[src/rtl/and_chain_result_fifo.sv]
// Result FIFO behind the And2 chain: buffers {O, O1} results for a
// valid/ready consumer and counts results offered while full (saturating).
module and_chain_result_fifo #(
    parameter int DEPTH     = 4,
    parameter int CNT_WIDTH = 8
) (
    input  logic                     CLK,
    input  logic                     ASYNCRESETN,
    input  logic                     in_valid,
    input  logic                     in_O,
    input  logic [1:0]               in_O1,
    output logic                     in_ready,
    output logic                     out_valid,
    input  logic                     out_ready,
    output logic [2:0]               out_data,
    output logic [$clog2(DEPTH):0]   count,
    output logic [CNT_WIDTH-1:0]     drop_count
);

    localparam int PTR_W = $clog2(DEPTH);
    localparam int OCC_W = PTR_W + 1;

    logic [PTR_W-1:0]     wr_ptr_q, wr_ptr_d;
    logic [PTR_W-1:0]     rd_ptr_q, rd_ptr_d;
    logic [OCC_W-1:0]     count_q, count_d;
    logic [CNT_WIDTH-1:0] drop_q, drop_d;
    logic [2:0]           mem_q [DEPTH];
    logic [2:0]           mem_d [DEPTH];

    logic push, pop;

    // Handshake flags depend only on registered occupancy, never on inputs.
    assign in_ready   = (count_q != OCC_W'(DEPTH));
    assign out_valid  = (count_q != '0);
    assign push       = in_valid & in_ready;
    assign pop        = out_valid & out_ready;
    assign out_data   = mem_q[rd_ptr_q];
    assign count      = count_q;
    assign drop_count = drop_q;

    always_comb begin
        // NOTE: every output of this block is defaulted first so no path
        // through it leaves a value unassigned and infers a latch.
        wr_ptr_d = wr_ptr_q;
        rd_ptr_d = rd_ptr_q;
        count_d  = count_q;
        drop_d   = drop_q;
        mem_d    = mem_q;

        if (push) begin
            mem_d[wr_ptr_q] = {in_O, in_O1};
            wr_ptr_d        = wr_ptr_q + 1'b1;
        end
        if (pop) begin
            rd_ptr_d = rd_ptr_q + 1'b1;
        end

        unique case ({push, pop})
            2'b10:   count_d = count_q + 1'b1;
            2'b01:   count_d = count_q - 1'b1;
            default: count_d = count_q;
        endcase

        if (in_valid && !in_ready && (drop_q != '1)) begin
            drop_d = drop_q + 1'b1;
        end
    end

    always_ff @(posedge CLK or negedge ASYNCRESETN) begin
        if (!ASYNCRESETN) begin
            wr_ptr_q <= '0;
            rd_ptr_q <= '0;
            count_q  <= '0;
            drop_q   <= '0;
            // NOTE: storage is cleared on reset so out_data reads a defined
            // 3'b000 afterwards; this costs a reset on every entry.
            for (int i = 0; i < DEPTH; i++) begin
                mem_q[i] <= '0;
            end
        end else begin
            // NOTE: non-blocking assignments so all registers update from the
            // same pre-edge values.
            wr_ptr_q <= wr_ptr_d;
            rd_ptr_q <= rd_ptr_d;
            count_q  <= count_d;
            drop_q   <= drop_d;
            mem_q    <= mem_d;
        end
    end

endmodule
[config.mk]
export PLATFORM = sky130hd
export DESIGN_NAME = and_chain_result_fifo
export DESIGN_NICKNAME = d
export VERILOG_FILES = /design/src/rtl/and_chain_result_fifo.sv
export SDC_FILE = /design/constraint.sdc
export NUM_CORES = 1
export LEC_CHECK = 0
export ABC_AREA = 1
export CAP_MARGIN = 20
export CORE_MARGIN = 1.5
export CORE_UTILIZATION = 40
export DETAILED_ROUTE_END_ITERATION = 8
export SETUP_SLACK_MARGIN = 0.3
export SYNTH_ARGS = -nofsm -noshare
export SYNTH_HDL_FRONTEND = slang
export SYNTH_SLANG_ARGS = --single-unit
[constraint.sdc]
create_clock -name CLK -period 5 [get_ports CLK]
set_clock_uncertainty 0.15 [all_clocks]
set_input_delay 1.5 -clock CLK [delete_from_list [all_inputs] [get_ports CLK]]
set_output_delay 1.5 -clock CLK [all_outputs]
set_load 0.01 [all_outputs]
==> results.toml <==
[finish]
syn_to_final_growth_pct = 20.2
drive_above_1_share_pct = 8.33
diodes = 0
final_area_um2 = 1800
stdcell_count = 252
layout.nets = 219

[place]
numPortBuffers = 22
hpwl_um = 2250
dp_cells = 248
place_congestion = 0.742
place_ws_ps = 1290
placed_area_um2 = 1760

[synthesis]
synthSimpleGateAreaFrac_pct = 28.1
synth_top_area_cell = "dfrtp_1"
synthTopCellsByArea = "dfrtp_1 45%, nand2_1 15%, o21ai_0 5.3%"
yosys_register_bits = 27
synth_area_um2 = 1500
synth_compound_area_share_pct = 9.59
synth_commonest_cells = "59 x nand2_1, 27 x dfrtp_1, 16 x inv_1, 16 x o21ai_0, 14 x nor2_1"
synth_edf_count = 0
synthCells = 179
yosysWarnings = 0
yosysSeqAreaShare_pct = 45.0
synthXorXnorAreaFrac_pct = 4.09
synth_top_family_by_area = "simple AND/OR/NAND/NOR gates"
ys_types = 24
syn-num-nets = 193
syn_area_per_cell_um2 = 8.38
synth_ff_type = "dfrtp_1"
synth.area.mux_share_pct = 0
synth_most_common_cell = "nand2_1"
synthAdderAreaFrac_pct = 6.34
synthArstFlopShare_pct = 100
synth_top_area_share_pct = 45.0

[grt]
antenna_found_initial = 0
grt_overflow_total = 0
grt_pass1_vias = 1195
grt_pass1_wl_um = 5290
grt_usage_pct = 16.3
grt_max_degree = 28

[sta]
fmax_ghz = 0.293
slew_headroom_pct = 77.0
tns_ps = 0
rsz0062_at_grt = "false"
period_minus_slack_ps = 3420
finalSetupViolations = 0
fin_crit_sh_pct = 68.3
worst_slew_pin_slew_ps = 345
finalHoldViolCount = 0
maxSlewViolCount = 0
fin_ws_ps = 1580

[worst_setup_path]
crit_path_start_kind = "input port"
arrival_ps = 3470
crit_path_end_kind = "flip-flop"
path_class = "in2reg"
path_cells = "clkdlybuf4s50_1 -> nand2_4 -> ha_1 -> inv_1 -> fa_1 -> or2_2 -> nand2_1 -> xor2_1"
cp_top_family = "simple AND/OR/NAND/NOR gates"
crit_buf_inv = 2
max_stage_delay_ps = 480
cpMaxStageDelayCell = "clkdlybuf4s50_1"
worst-endpoint-required_ps = 5060
crit_path_max_fanout = 20

[power]
power.density_nw_per_um2 = 557
ir_worst_vdd_uv = 221
finalPower_mw = 1.01
leakage_nw = 0.851

[clock_tree]
cts_buffers = 3
clock_latency_ps = 280
htree_levels = 1
hold_buffers = 0
path_clk_slew_ps = 90
post_cts_buffers = 0
cts_tree = "built"
clockBufferDepth = 2
post_cts_resized = 0
cts_root_buffer = "clkbuf_8"
cts.sinks = 27

[detailed_routing]
antenna_left = 0
routedWlPerCell_um = 11.8
drt_drc_violations_left = 0
drt_iter0_markers = 22
routed_wl_um = 2970
dr.pass1.iters = 4
num_vias = 1194
viasPerCell = 4.74

[die]
chipWidth_um = 64.2
dieArea_um2 = 4130
core_area_um2 = 3630
fp-row-count = 22
io-pin-count = 23
die_h_um = 64.2
start_util_pct = 41.3

[run_status]
outcome = "finished clean"

[flow_run]
cap_violations = 0

[hold_path]
min_path_type = "reg2reg"
kinds of logic (layout without fill, tap and decap cells):
logic type | Yosys count | after routing
AO/OA/AOI/OAI | 28 | 28
XOR/XNOR | 7 | 7
adder cells (fa/ha/maj) | 7 | 7
buffers and inverters | 21 | 46
flip-flops | 27 | 27
AND/OR/NAND/NOR | 89 | 89
report_power, final:
group	switching (mW)	leakage (nW)	internal, mW
clock network	0.0721	0.0255	0.0561
logic	0.258	0.485	0.222
registers	0.0898	0.340	0.307
total	0.419	0.851	0.586
cell type report:
type | count | area, um^2
fillers | 366 | 1830
multi-input cells | 131 | 722
flip-flops and latches | 27 | 676
repair buffers | 23 | 228
inverters | 19 | 71.3
well taps | 48 | 60.1
clock buffers | 3 | 41.3
clock inverters | 1 | 5.00
layout by cell type (no fill, tap or decap), drive strengths merged:
| cell | synthesis | final |
|---|---|---|
| clkbuf | 0 | 3 |
| inv | 17 | 17 |
| nand4 | 1 | 1 |
| o21ai | 22 | 22 |
| buf | 2 | 1 |
| ha | 6 | 6 |
| clkdlybuf4s50 | 0 | 22 |
| or2 | 1 | 1 |
| nand3 | 5 | 5 |
| o22ai | 3 | 3 |
| xor2 | 3 | 3 |
| clkinv | 2 | 3 |
| dfrtp | 27 | 27 |
| a21oi | 3 | 3 |
| xnor2 | 4 | 4 |
| nor2 | 19 | 19 |
| fa | 1 | 1 |
| nand2 | 63 | 63 |
state kept, by name, summed over array words and instances (netlist names):
| signal | cells |
|---|---|
| wr_ptr_q | 2 |
| mem_q | 12 |
| rd_ptr_q | 2 |
| count | 3 |
| drop_count | 8 |
routing by layer:
metal	GRT usage (%)	share of wire, %
met1	21.5	48
met3	2.82	2.5
met5	0	0
met2	25.7	47
met4	8.51	2.1
worst min-delay path, delay by kind of cell, from the launching register on:
| kind | cells | cell delay [ps] |
|---|---|---|
| AND/OR/NAND/NOR | 1 | 60 |
| flip-flops | 1 | 360 |
| AO/OA/AOI/OAI | 1 | 70 |
final timing paths:
check | from | endpoint | slack, ps | cells after the start
setup / recovery | in_valid | count[2] | 1580 | 8
hold / removal | mem_q[5] | mem_q[5] | 360 | 2
setup reg to reg | count[1] | count[2] | 2630 | 9
hold reg to reg | mem_q[5] | mem_q[5] | 360 | 2
max in group asynchronous | ASYNCRESETN | wr_ptr_q[0] | 3010 | 2
min in group asynchronous | ASYNCRESETN | mem_q[1] | 1440 | 2
through the flow:
stage | util, % | hold WS, ps
4_1_cts | 49.6 | 358
3_5_place_dp | 48.3 | 335
6_report | 49.6 | 358
5_1_grt | 49.6 | 392
3_3_place_gp | 48.3 | 326
2_1_floorplan | - | 292
(Power assumes the default switching activity.)
==> RTL change, RTL diff (config.mk and constraints unchanged) <==
Reset style: synchronous (`ASYNCRESETN`), changed in one clocked block.
--- a/src/rtl/and_chain_result_fifo.sv
+++ b/src/rtl/and_chain_result_fifo.sv
@@ -66,7 +66,7 @@
         end
     end
 
-    always_ff @(posedge CLK or negedge ASYNCRESETN) begin
+    always_ff @(posedge CLK) begin
         if (!ASYNCRESETN) begin
             wr_ptr_q <= '0;
             rd_ptr_q <= '0;
Function: differs if ASYNCRESETN is asserted again (counterexample within 4 cycles, from zero or initial values and one cycle with ASYNCRESETN low); with ASYNCRESETN held inactive, the same outputs for 10 cycles.
==> RTL change against the unedited design <==
- final area is 10% lower
- setup slack worse by 0.0012 ns
- critical endpoint is now out_data[1]
- cell count is 0.79% higher
- non-clock buffer count is 1 lower
- combinational power is 49% lower
- routed wire length is 4.9% higher
- sequential power is 32% lower
- largest power group is now sequential cells
- largest cell class unchanged
- area after synthesis is 10% lower
- sequential cell count stayed put
- total power is 39% lower
- hold slack worse by 0.034 ns
- maximum frequency hardly changed
- global-route usage is 2.0 points higher
==> RTL change: results (changes against the unedited design) <==
finish:
  multi_input_area_share: 0.436  # +0.0355
  layout.nonclk_buf_frac: 0.136  # +0.00950
  clkCellAreaFrac: 0.0162  # -0.00947
  drive_gt1_frac: 0.0429  # -0.0405
  seq_share: 0.333  # -0.0414
  nClkBuffers: 4  # +1
  fin_nets: 225  # +2.7%
outcome:
  status: "finished clean"
drt:
  wl_microns: 3110  # +4.9%
  drt_iter0_drc: 77  # +250%
  avgViaCountPerCell: 5.10  # +7.7%
  wl_per_cell_microns: 12.3  # +4.1%
  dr_wl_met3_microns: 150  # +100%
critical_path:
  timing.rr.end: "count[2]"
  cp-startpoint: "rd_ptr_q[0]"
  cp_top_family: "buffers and inverters"
  worstSetupEndpoint: "out_data[1]"
  slowest_stage: "dfxtp_1"
  r2r_slack_ns: 2.83  # +0.20 ns
  critPathMaxFanout: 9  # -55%
  r2r_cells: 12  # +3
  reg2reg_from: "count[2]"
cts:
  clkTransAtPathRegs_ns: 0.15  # +0.06 ns
  clock_latency_ns: 0.32  # +0.04 ns
min_path:
  worstHoldStart: "mem_q[4]"
  hold_path_end: "mem_q[4]"
place:
  place.gp.congestion: 0.797  # +7.4%
  pre_cts_slack_ns: 1.54  # +0.247 ns
  hpwl_microns: 2350  # +4.7%
  placedCellCount: 250  # +0.81%
global_routing:
  grt.met3_usage: 0.0294  # +0.00124
  gr-usage-met1: 0.285  # +0.0692
  grt_pass1_vias: 1115  # -6.7%
  grt_max_degree: 17  # -39%
sta:
  worst_hold_slack_ns: 0.324  # -0.0343 ns
  fmax_ghz: 0.293  # about the same
synth:
  ys_types: 21  # -13%
  ys.flop_type: "dfxtp_1"
  yosysSeqAreaShare: 0.400  # -0.0500
  netlist_area_sq_mm: 0.00135  # -10%
pwr:
  switching_share: 0.377  # -0.0405
-- RTL change: cell types whose count changed after synthesis, moves of 2 or more --
cell      change
nor2_4        -4
o21ai_0       -3
clkinv_1      -2
o21ai_1       -5
nand3_1      +21
dfrtp_1      -27
a21oi_1      +23
nand2_1      -24
dfxtp_1      +27
buf_4         +2
xnor2_1       -4
xor2_1        -2
nor2_1        +8
-- RTL change: logic make-up after synthesis --
family / Yosys count / share of synthesized area
adder cells (fa/ha/maj): 7 / 0.0704
flip-flops: 27 / 0.400
buffers and inverters: 23 / 0.0760
AO/OA/AOI/OAI: 43 / 0.162
AND/OR/NAND/NOR: 87 / 0.285
XOR/XNOR: 1 / 0.00649
-- RTL change: power groups by stage --
stage	combinational, mW	clock [mW]	sequential (mW)
6_report	0.247	0.0962	0.268
3_3_place_gp	0.241	0	0.271
3_5_place_dp	0.246	0	0.271
5_1_grt	0.277	0.110	0.271
2_1_floorplan	0.144	0	0.272
4_1_cts	0.247	0.100	0.267
